--- config.mk ---
export PLATFORM = sky130hd
export DESIGN_NAME = ntt_seq_ctrl_flat
export DESIGN_NICKNAME = d
export VERILOG_FILES = /design/src/rtl/ntt_seq_ctrl_if.sv /design/src/rtl/ntt_seq_ctrl.sv /design/src/flat_wrapper.sv
export SDC_FILE = /design/constraint.sdc
export NUM_CORES = 1
export LEC_CHECK = 0
export ABC_AREA = 0
export BUFFER_PORTS_ARGS = -buffer_cell sky130_fd_sc_hd__buf_2
export CAP_MARGIN = 15
export CORE_MARGIN = 5
export CORE_UTILIZATION = 55
export CTS_CLUSTER_DIAMETER = 50
export DETAILED_ROUTE_END_ITERATION = 8
export PLACE_DENSITY = 0.82
export SLEW_MARGIN = 20
export SYNTH_ARGS = -nofsm -noshare
export SYNTH_HDL_FRONTEND = slang
export SYNTH_SLANG_ARGS = --single-unit
--- constraint.sdc ---
create_clock -name CLK -period 3.7 [get_ports CLK]
set_input_delay 0.74 -clock CLK [delete_from_list [all_inputs] [get_ports CLK]]
set_output_delay 0.74 -clock CLK [all_outputs]
set_load 0.03 [all_outputs]
--- src/rtl/ntt_seq_ctrl_if.sv ---
// ntt_seq_ctrl_if: CPU-side load/unload and NTT-core handshake bundle for the sequencer.
interface ntt_seq_ctrl_if #(parameter int ADDR_W = 7);
  logic ntt_we;
  logic ntt_mode_i;
  logic ntt_ready;
  logic ntt_valid;
  logic ntt_we_real;
  logic [ADDR_W-1:0] load_addr;
  logic ntt_start;
  logic ntt_mode;
  logic ntt_dmem_write;
  logic [ADDR_W-1:0] dmem_addr;
  logic busy;
  logic done;
  logic timeout_err;
  modport master (
    output ntt_we, ntt_mode_i, ntt_ready, ntt_valid,
    input ntt_we_real, load_addr, ntt_start, ntt_mode, ntt_dmem_write, dmem_addr, busy, done, timeout_err
  );
  modport slave (
    input ntt_we, ntt_mode_i, ntt_ready, ntt_valid,
    output ntt_we_real, load_addr, ntt_start, ntt_mode, ntt_dmem_write, dmem_addr, busy, done, timeout_err
  );
endinterface

--- src/rtl/ntt_seq_ctrl.sv ---
// ntt_seq_ctrl: NTT job sequencer (load, start, wait for completion, unload).
// Optional WAIT-state timeout abort is enabled by defining NTT_TIMEOUT_EN.
module ntt_seq_ctrl #(
  parameter int N_COEF = 128,
  parameter int ADDR_W = 7,
  parameter int TMO_W = 16,
  parameter int TIMEOUT = 1000
) (
  input logic CLK,
  input logic RST,
  ntt_seq_ctrl_if.slave bus
);
  typedef enum logic [2:0] {IDLE, LOAD, START, WAIT, UNLOAD, DONE} state_t;
  localparam logic [ADDR_W:0] LAST = (ADDR_W + 1)'(N_COEF - 1);
  state_t state, state_nxt;
  logic [ADDR_W:0] cnt;
  logic [TMO_W-1:0] tmo;
  logic [ADDR_W-1:0] dmem_addr;
  logic ntt_start;
  logic ntt_mode;
  logic ntt_dmem_write;
  logic done;
  logic tmo_hit;
  logic we_ok;
  logic rd_ok;
  assign we_ok = bus.ntt_we && (state == IDLE || state == LOAD);
  assign rd_ok = bus.ntt_valid && state == UNLOAD;
  assign bus.ntt_we_real = we_ok;
  assign bus.load_addr = cnt[ADDR_W-1:0];
  assign bus.ntt_start = ntt_start;
  assign bus.ntt_mode = ntt_mode;
  assign bus.ntt_dmem_write = ntt_dmem_write;
  assign bus.dmem_addr = dmem_addr;
  assign bus.done = done;
  assign bus.busy = state inside {LOAD, START, WAIT, UNLOAD, DONE};
  always_ff @(posedge CLK) state <= !RST ? IDLE : state_nxt;
  always_comb begin
    state_nxt = IDLE;
    case (state)
      IDLE: state_nxt = bus.ntt_we ? LOAD : IDLE;
      LOAD: state_nxt = (bus.ntt_we && cnt == LAST) ? START : LOAD;
      START: state_nxt = WAIT;
      WAIT: state_nxt = bus.ntt_ready ? UNLOAD : tmo_hit ? IDLE : WAIT;
      UNLOAD: state_nxt = (bus.ntt_valid && cnt == LAST) ? DONE : UNLOAD;
      default: state_nxt = IDLE;
    endcase
  end
  // cnt only survives in the counting states; every other state clears it
  always_ff @(posedge CLK) begin
    if (!RST) begin
      cnt <= '0;
      tmo <= '0;
      ntt_mode <= 1'b0;
      ntt_start <= 1'b0;
      ntt_dmem_write <= 1'b0;
      dmem_addr <= '0;
      done <= 1'b0;
    end else begin
      cnt <= (we_ok || rd_ok) ? cnt + 1'b1 : (state inside {IDLE, LOAD, UNLOAD}) ? cnt : '0;
      tmo <= (state == START) ? '0 : (state == WAIT && tmo != '1) ? tmo + 1'b1 : tmo;
      ntt_mode <= (we_ok && state == IDLE) ? bus.ntt_mode_i : ntt_mode;
      ntt_start <= we_ok && state == LOAD && cnt == LAST;
      ntt_dmem_write <= rd_ok;
      dmem_addr <= rd_ok ? cnt[ADDR_W-1:0] : dmem_addr;
      done <= state == DONE;
    end
  end
`ifdef NTT_TIMEOUT_EN
  logic timeout_err;
  assign tmo_hit = tmo == TMO_W'(TIMEOUT - 1);
  assign bus.timeout_err = timeout_err;
  always_ff @(posedge CLK) begin
    if (!RST) timeout_err <= 1'b0;
    else if (we_ok && state == IDLE) timeout_err <= 1'b0;
    else if (state == WAIT && !bus.ntt_ready && tmo_hit) timeout_err <= 1'b1;
  end
`else
  logic unused_timeout;
  assign tmo_hit = 1'b0;
  assign unused_timeout = ^TMO_W'(TIMEOUT);
  assign bus.timeout_err = 1'b0;
`endif
endmodule

--- src/flat_wrapper.sv ---
// flat-port wrapper written by rule: the top's interface ports become plain ports
module ntt_seq_ctrl_flat 
#(
  parameter int N_COEF = 128,
  parameter int ADDR_W = 7,
  parameter int TMO_W = 16,
  parameter int TIMEOUT = 1000
)
  (CLK, RST, bus_ntt_we, bus_ntt_mode_i, bus_ntt_ready, bus_ntt_valid, bus_ntt_we_real, bus_load_addr, bus_ntt_start, bus_ntt_mode, bus_ntt_dmem_write, bus_dmem_addr, bus_busy, bus_done, bus_timeout_err);
  ntt_seq_ctrl_if #(.ADDR_W(ADDR_W)) bus_i ();
  input logic CLK;
  input logic RST;
  input wire logic [$bits(bus_i.ntt_we)-1:0] bus_ntt_we;
  input wire logic [$bits(bus_i.ntt_mode_i)-1:0] bus_ntt_mode_i;
  input wire logic [$bits(bus_i.ntt_ready)-1:0] bus_ntt_ready;
  input wire logic [$bits(bus_i.ntt_valid)-1:0] bus_ntt_valid;
  output wire logic [$bits(bus_i.ntt_we_real)-1:0] bus_ntt_we_real;
  output wire logic [$bits(bus_i.load_addr)-1:0] bus_load_addr;
  output wire logic [$bits(bus_i.ntt_start)-1:0] bus_ntt_start;
  output wire logic [$bits(bus_i.ntt_mode)-1:0] bus_ntt_mode;
  output wire logic [$bits(bus_i.ntt_dmem_write)-1:0] bus_ntt_dmem_write;
  output wire logic [$bits(bus_i.dmem_addr)-1:0] bus_dmem_addr;
  output wire logic [$bits(bus_i.busy)-1:0] bus_busy;
  output wire logic [$bits(bus_i.done)-1:0] bus_done;
  output wire logic [$bits(bus_i.timeout_err)-1:0] bus_timeout_err;
  assign bus_i.ntt_we = bus_ntt_we;
  assign bus_i.ntt_mode_i = bus_ntt_mode_i;
  assign bus_i.ntt_ready = bus_ntt_ready;
  assign bus_i.ntt_valid = bus_ntt_valid;
  assign bus_ntt_we_real = bus_i.ntt_we_real;
  assign bus_load_addr = bus_i.load_addr;
  assign bus_ntt_start = bus_i.ntt_start;
  assign bus_ntt_mode = bus_i.ntt_mode;
  assign bus_ntt_dmem_write = bus_i.ntt_dmem_write;
  assign bus_dmem_addr = bus_i.dmem_addr;
  assign bus_busy = bus_i.busy;
  assign bus_done = bus_i.done;
  assign bus_timeout_err = bus_i.timeout_err;
  ntt_seq_ctrl #(.N_COEF(N_COEF), .ADDR_W(ADDR_W), .TMO_W(TMO_W), .TIMEOUT(TIMEOUT)) u_core (.CLK(CLK), .RST(RST), .bus(bus_i));
endmodule
# == Word level (Yosys, flattened, before mapping) ==
# Index checks and enable logic that the tools add are counted.
# op_classes
n_reduce_logical,12
n_mux,7
add_sub_neg,1
eq_ne,7
# ops
cell,count
8-bit two-way mux,2
3-bit one-hot mux with 5 select lines,1
8-bit by 1-bit adder with 8-bit output (second input constant),1
8-bit by 7-bit == test with 1-bit output (second input constant),1
1-bit logical AND,7
3-bit by 2-bit == test with 1-bit output (second input constant),2
3-bit == test (second input constant),2
5-bit nonzero test,1
3-bit by 1-bit == test with 1-bit output (second input constant),1
3-bit zero test,1
3-bit two-way mux,1
3-bit nonzero test,1
1-bit logical OR,2
1-bit two-way mux,2
2-bit two-way mux,1
2-bit by 1-bit inequality test with 1-bit output (second input constant),1
# word_totals
inputBits,6
wordCells,34
regBits,22
out_inout_bits,21

# == Longest topological paths before layout ==
# logic_depth
depth_word,5
mapped_depth,5
depth_no_buf,5

# == Least setup slack after synthesis ==
# OpenSTA, ideal clock, no wires.
# synth_path
kind,input port to output port
startpoint,input port bus_ntt_we
endpoint,output port bus_ntt_we_real
arrival_ns,1.586
cell_stages,1
required_time_ns,2.960
n_path_buf,0
setup_slack_ns,1.374
path_cell_list,nor3b_1
# synth_between
elab_chain_cells,1
# synth_lines
element,line_no,rtl
from (decl),flat_wrapper.sv:13,input wire logic [$bits(bus_i.ntt_we)-1:0] bus_ntt_we;
1-bit logical AND,ntt_seq_ctrl.sv:26,assign we_ok = bus.ntt_we && (state == IDLE || state == LOAD);
to (decl),flat_wrapper.sv:17,output wire logic [$bits(bus_i.ntt_we_real)-1:0] bus_ntt_we_real;
# No other way between the ends.

# == Worst setup path after layout ==
# Same ends and word-level chain as after synthesis.

==> impl_metrics.env <==
export IMPL_netlist_instances=131
export IMPL_synth_edff_count=0
export IMPL_path_class="primary input to output port"
export IMPL_p_int_mw=0.3011
export IMPL_slew_headroom_pct=62.05
export IMPL_drive_gt1_share_pct=20.55
export IMPL_synthFlopType="dfxtp_1"
export IMPL_routabilityCongestion=0.8047
export IMPL_reg2reg_from="u_core.state[2]"
export IMPL_cts_buffers_inserted=3
export IMPL_cts_tree="done"
export IMPL_fmax_mhz=444.9
export IMPL_drv_slew=0
export IMPL_post_cts_buffers=0
export IMPL_worstMarginPinSlew_ps=567.2
export IMPL_clockPowerShare_pct=25.2
export IMPL_ys_types=32
export IMPL_max_cap_viol_count=0
export IMPL_rsz0062_at_grt="false"
export IMPL_wire_per_inst_um=12.08
export IMPL_path_clk_slew_ps=110
export IMPL_worstPathMaxFanout=5
export IMPL_nNetsFinal=155
export IMPL_fin_crit_sh_pct=60.75
export IMPL_grt_first_pass_wirelength_um=3463
export IMPL_root_buffer="clkbuf_4"
export IMPL_synthArstFlopShare_pct=0
export IMPL_crit_required_ps=2960
export IMPL_worst_r2r_setup_slack_ps=1930
export IMPL_max_clock_path_buffers=2
export IMPL_fp_dieW_um=54.05
export IMPL_highest_layer="met4"
export IMPL_worst_hold_path_type="register to register"
export IMPL_ir_worst_vdd_v=0.0002012
export IMPL_grt_overflow=0
export IMPL_synth_warnings=0
export IMPL_ctsResizeCount=0
export IMPL_start_kind="primary input"
export IMPL_io_pins=27
export IMPL_wl_met2_um=1009
export IMPL_cts_max_level=1
export IMPL_fin_worst_skew_ps=5.052
export IMPL_drtIter0Drc=19
export IMPL_cts_hold_buffers=0
export IMPL_grt_max_degree=20
export IMPL_clock_latency_ps=300
export IMPL_hold_start="u_core.bus.dmem_addr[1]"
export IMPL_fin_util_pct=61.51
export IMPL_wl_um=2089
export IMPL_fill_cells=186
export IMPL_dp_hpwl_um=1529
export IMPL_ys_ff_latch=22
export IMPL_drc=0
export IMPL_cp_data_arrival_time_ps=1510
export IMPL_synth_seq_area_share_pct=41.27
export IMPL_via_per_inst=5.324
export IMPL_hold_violations=0
export IMPL_power_frac_comb_pct=12.9
export IMPL_grt_pass1_vias=814
export IMPL_fin_crit_ps=2248
export IMPL_wl_met1_um=953
export IMPL_regArea_um2=440.4
export IMPL_outcome="finished clean"
export IMPL_antenna_found_initial=0
export IMPL_rows=16
export IMPL_initial_utilization_pct=56.12
export IMPL_syn_mean_instance_area_um2=8.147
export IMPL_grtUsageTotal_pct=15.93
export IMPL_powerDensity_nw_per_um2=354.2
export IMPL_die_h_um=54.05
export IMPL_dp_slack_ps=1455
export IMPL_die_area_um2=2921
export IMPL_synth_fp_nets=138
export IMPL_worst_slack_ps=1452
export IMPL_area_growth_pct=9.613
export IMPL_end_kind="output port"
export IMPL_seq_power_share_pct=61.9
export IMPL_core_um2=1902
export IMPL_fin_setup_tns_ps=0
export IMPL_min_to="u_core.bus.dmem_addr[1]"
export IMPL_cts_sinks=22
export IMPL_p_leak_nw=0.4804
export IMPL_ff2ff_path_depth=4
export IMPL_port_buffer_count=25
export IMPL_wl_met3_um=114
export IMPL_hold_depth=2
export IMPL_multi_input_area_um2=544.3
export IMPL_syn_area_um2=1067
export IMPL_power_switching_mw=0.1133
export IMPL_drtAntennaViolNets=0
export IMPL_power_switching_share_pct=27.34
export IMPL_antennaDiodeCount=0
export IMPL_reg2reg_to="u_core.cnt[5]"
export IMPL_num_vias=921
export IMPL_finalSetupViolations=0
export IMPL_firstDrtPassIters=4
cell usage after synthesis, drive strengths merged, types with 2 or more instances:
library cell,count,area share [%]
nand2b,8,4.7
or4,2,1.4
o21ai,3,1.4
nor3,3,1.4
a21o,2,1.4
nor2b,2,1.2
and2,3,1.8
mux2i,2,1.9
nor2,5,1.8
a21oi,11,5.2
dfxtp,22,41
buf,8,5.6
clkbuf,5,1.8
nand2,23,8.1
nor3b,2,1.4
nand3,5,2.3
a31oi,2,1.2
a21boi,9,6.3
o22ai,2,1.2
logic make-up (layout without fill, tap and decap cells):
family,after synthesis,count (layout),synth area share (%)
other,1,1,0.3514
buffers and inverters,14,29,7.737
AO/OA/AOI/OAI,34,34,20.52
adder cells (fa/ha/maj),1,1,1.172
flip-flops,22,22,41.27
multiplexers,2,2,1.876
AND/OR/NAND/NOR,57,57,27.08
layout by cell type, fill, tap and decap left out, drive strengths merged:
cell	netlist	final
or4	2	2
a32oi	1	1
a21o	2	2
clkbuf	5	3
o21bai	1	1
o31ai	1	1
a21boi	9	9
o311ai	1	1
nand4	1	1
and4	1	1
mux2i	2	2
o21ai	3	3
nand3b	1	1
or2	1	1
nand2b	8	8
and2	3	3
nor2	5	5
conb	1	1
nand2	23	23
a41oi	1	1
ha	1	1
dfxtp	22	22
inv	1	1
nor3b	2	2
buf	8	25
nor2b	2	2
nor3	3	3
nand3	5	5
a31oi	2	2
a21oi	11	11
o22ai	2	2
stage by stage:
stage	std cells	cell area, um^2	hold WS, ps	power [mW]
global route	173	1170	499.1	0.4335
global placement	170	1147	445.2	0.3137
CTS	173	1170	468.6	0.4164
floorplan	131	1067	473.8	0.3059
detailed placement	170	1147	453.1	0.3152
finish	173	1170	465.6	0.4144
power by group through the flow:
stage	Sequential [mW]	Clock [mW]	Combinational (mW)
4_1_cts	0.256	0.107	0.0537
6_report	0.257	0.105	0.0533
3_5_place_dp	0.262	0	0.0536
5_1_grt	0.258	0.116	0.0588
2_1_floorplan	0.259	0	0.0472
3_3_place_gp	0.261	0	0.0524
registers in the layout, summed over array words and instances, names as in the netlist:
| register | count |
|---|---|
| u_core.bus.ntt_mode | 1 |
| u_core.bus.ntt_start | 1 |
| u_core.cnt | 8 |
| u_core.bus.done | 1 |
| u_core.bus.dmem_addr | 7 |
| u_core.state | 3 |
| u_core.bus.ntt_dmem_write | 1 |
worst max-delay path: stages:
cell and delay, ps:
buf_2 120, nor3b_1 370, buf_2 280
worst max-delay path by stage:
stage                                  to             from  depth (start not counted)
after floorplan           bus_ntt_we_real       bus_ntt_we                          1
after global placement    bus_ntt_we_real       bus_ntt_we                          3
after detailed placement  bus_ntt_we_real       bus_ntt_we                          3
after CTS                 bus_ntt_we_real       bus_ntt_we                          3
after global routing      bus_ntt_we_real  u_core.state[1]                          2
final                     bus_ntt_we_real       bus_ntt_we                          3
cell type report:
| cell class | count | share of cell area, % |
|---|---|---|
| multi-input cells | 95 | 46.52 |
| well taps | 27 | 2.888 |
| inverters | 1 | 0.3209 |
| flip-flops and latches | 22 | 37.65 |
| clock buffers | 3 | 1.925 |
| repair buffers | 25 | 10.70 |
per-layer routing:
layer	track usage, %	up-vias
li1	-	482
met1	20.57	411
met2	26.41	26
met3	3.324	2
met4	4.979	0
met5	0	-
(Power assumes the default switching activity.)
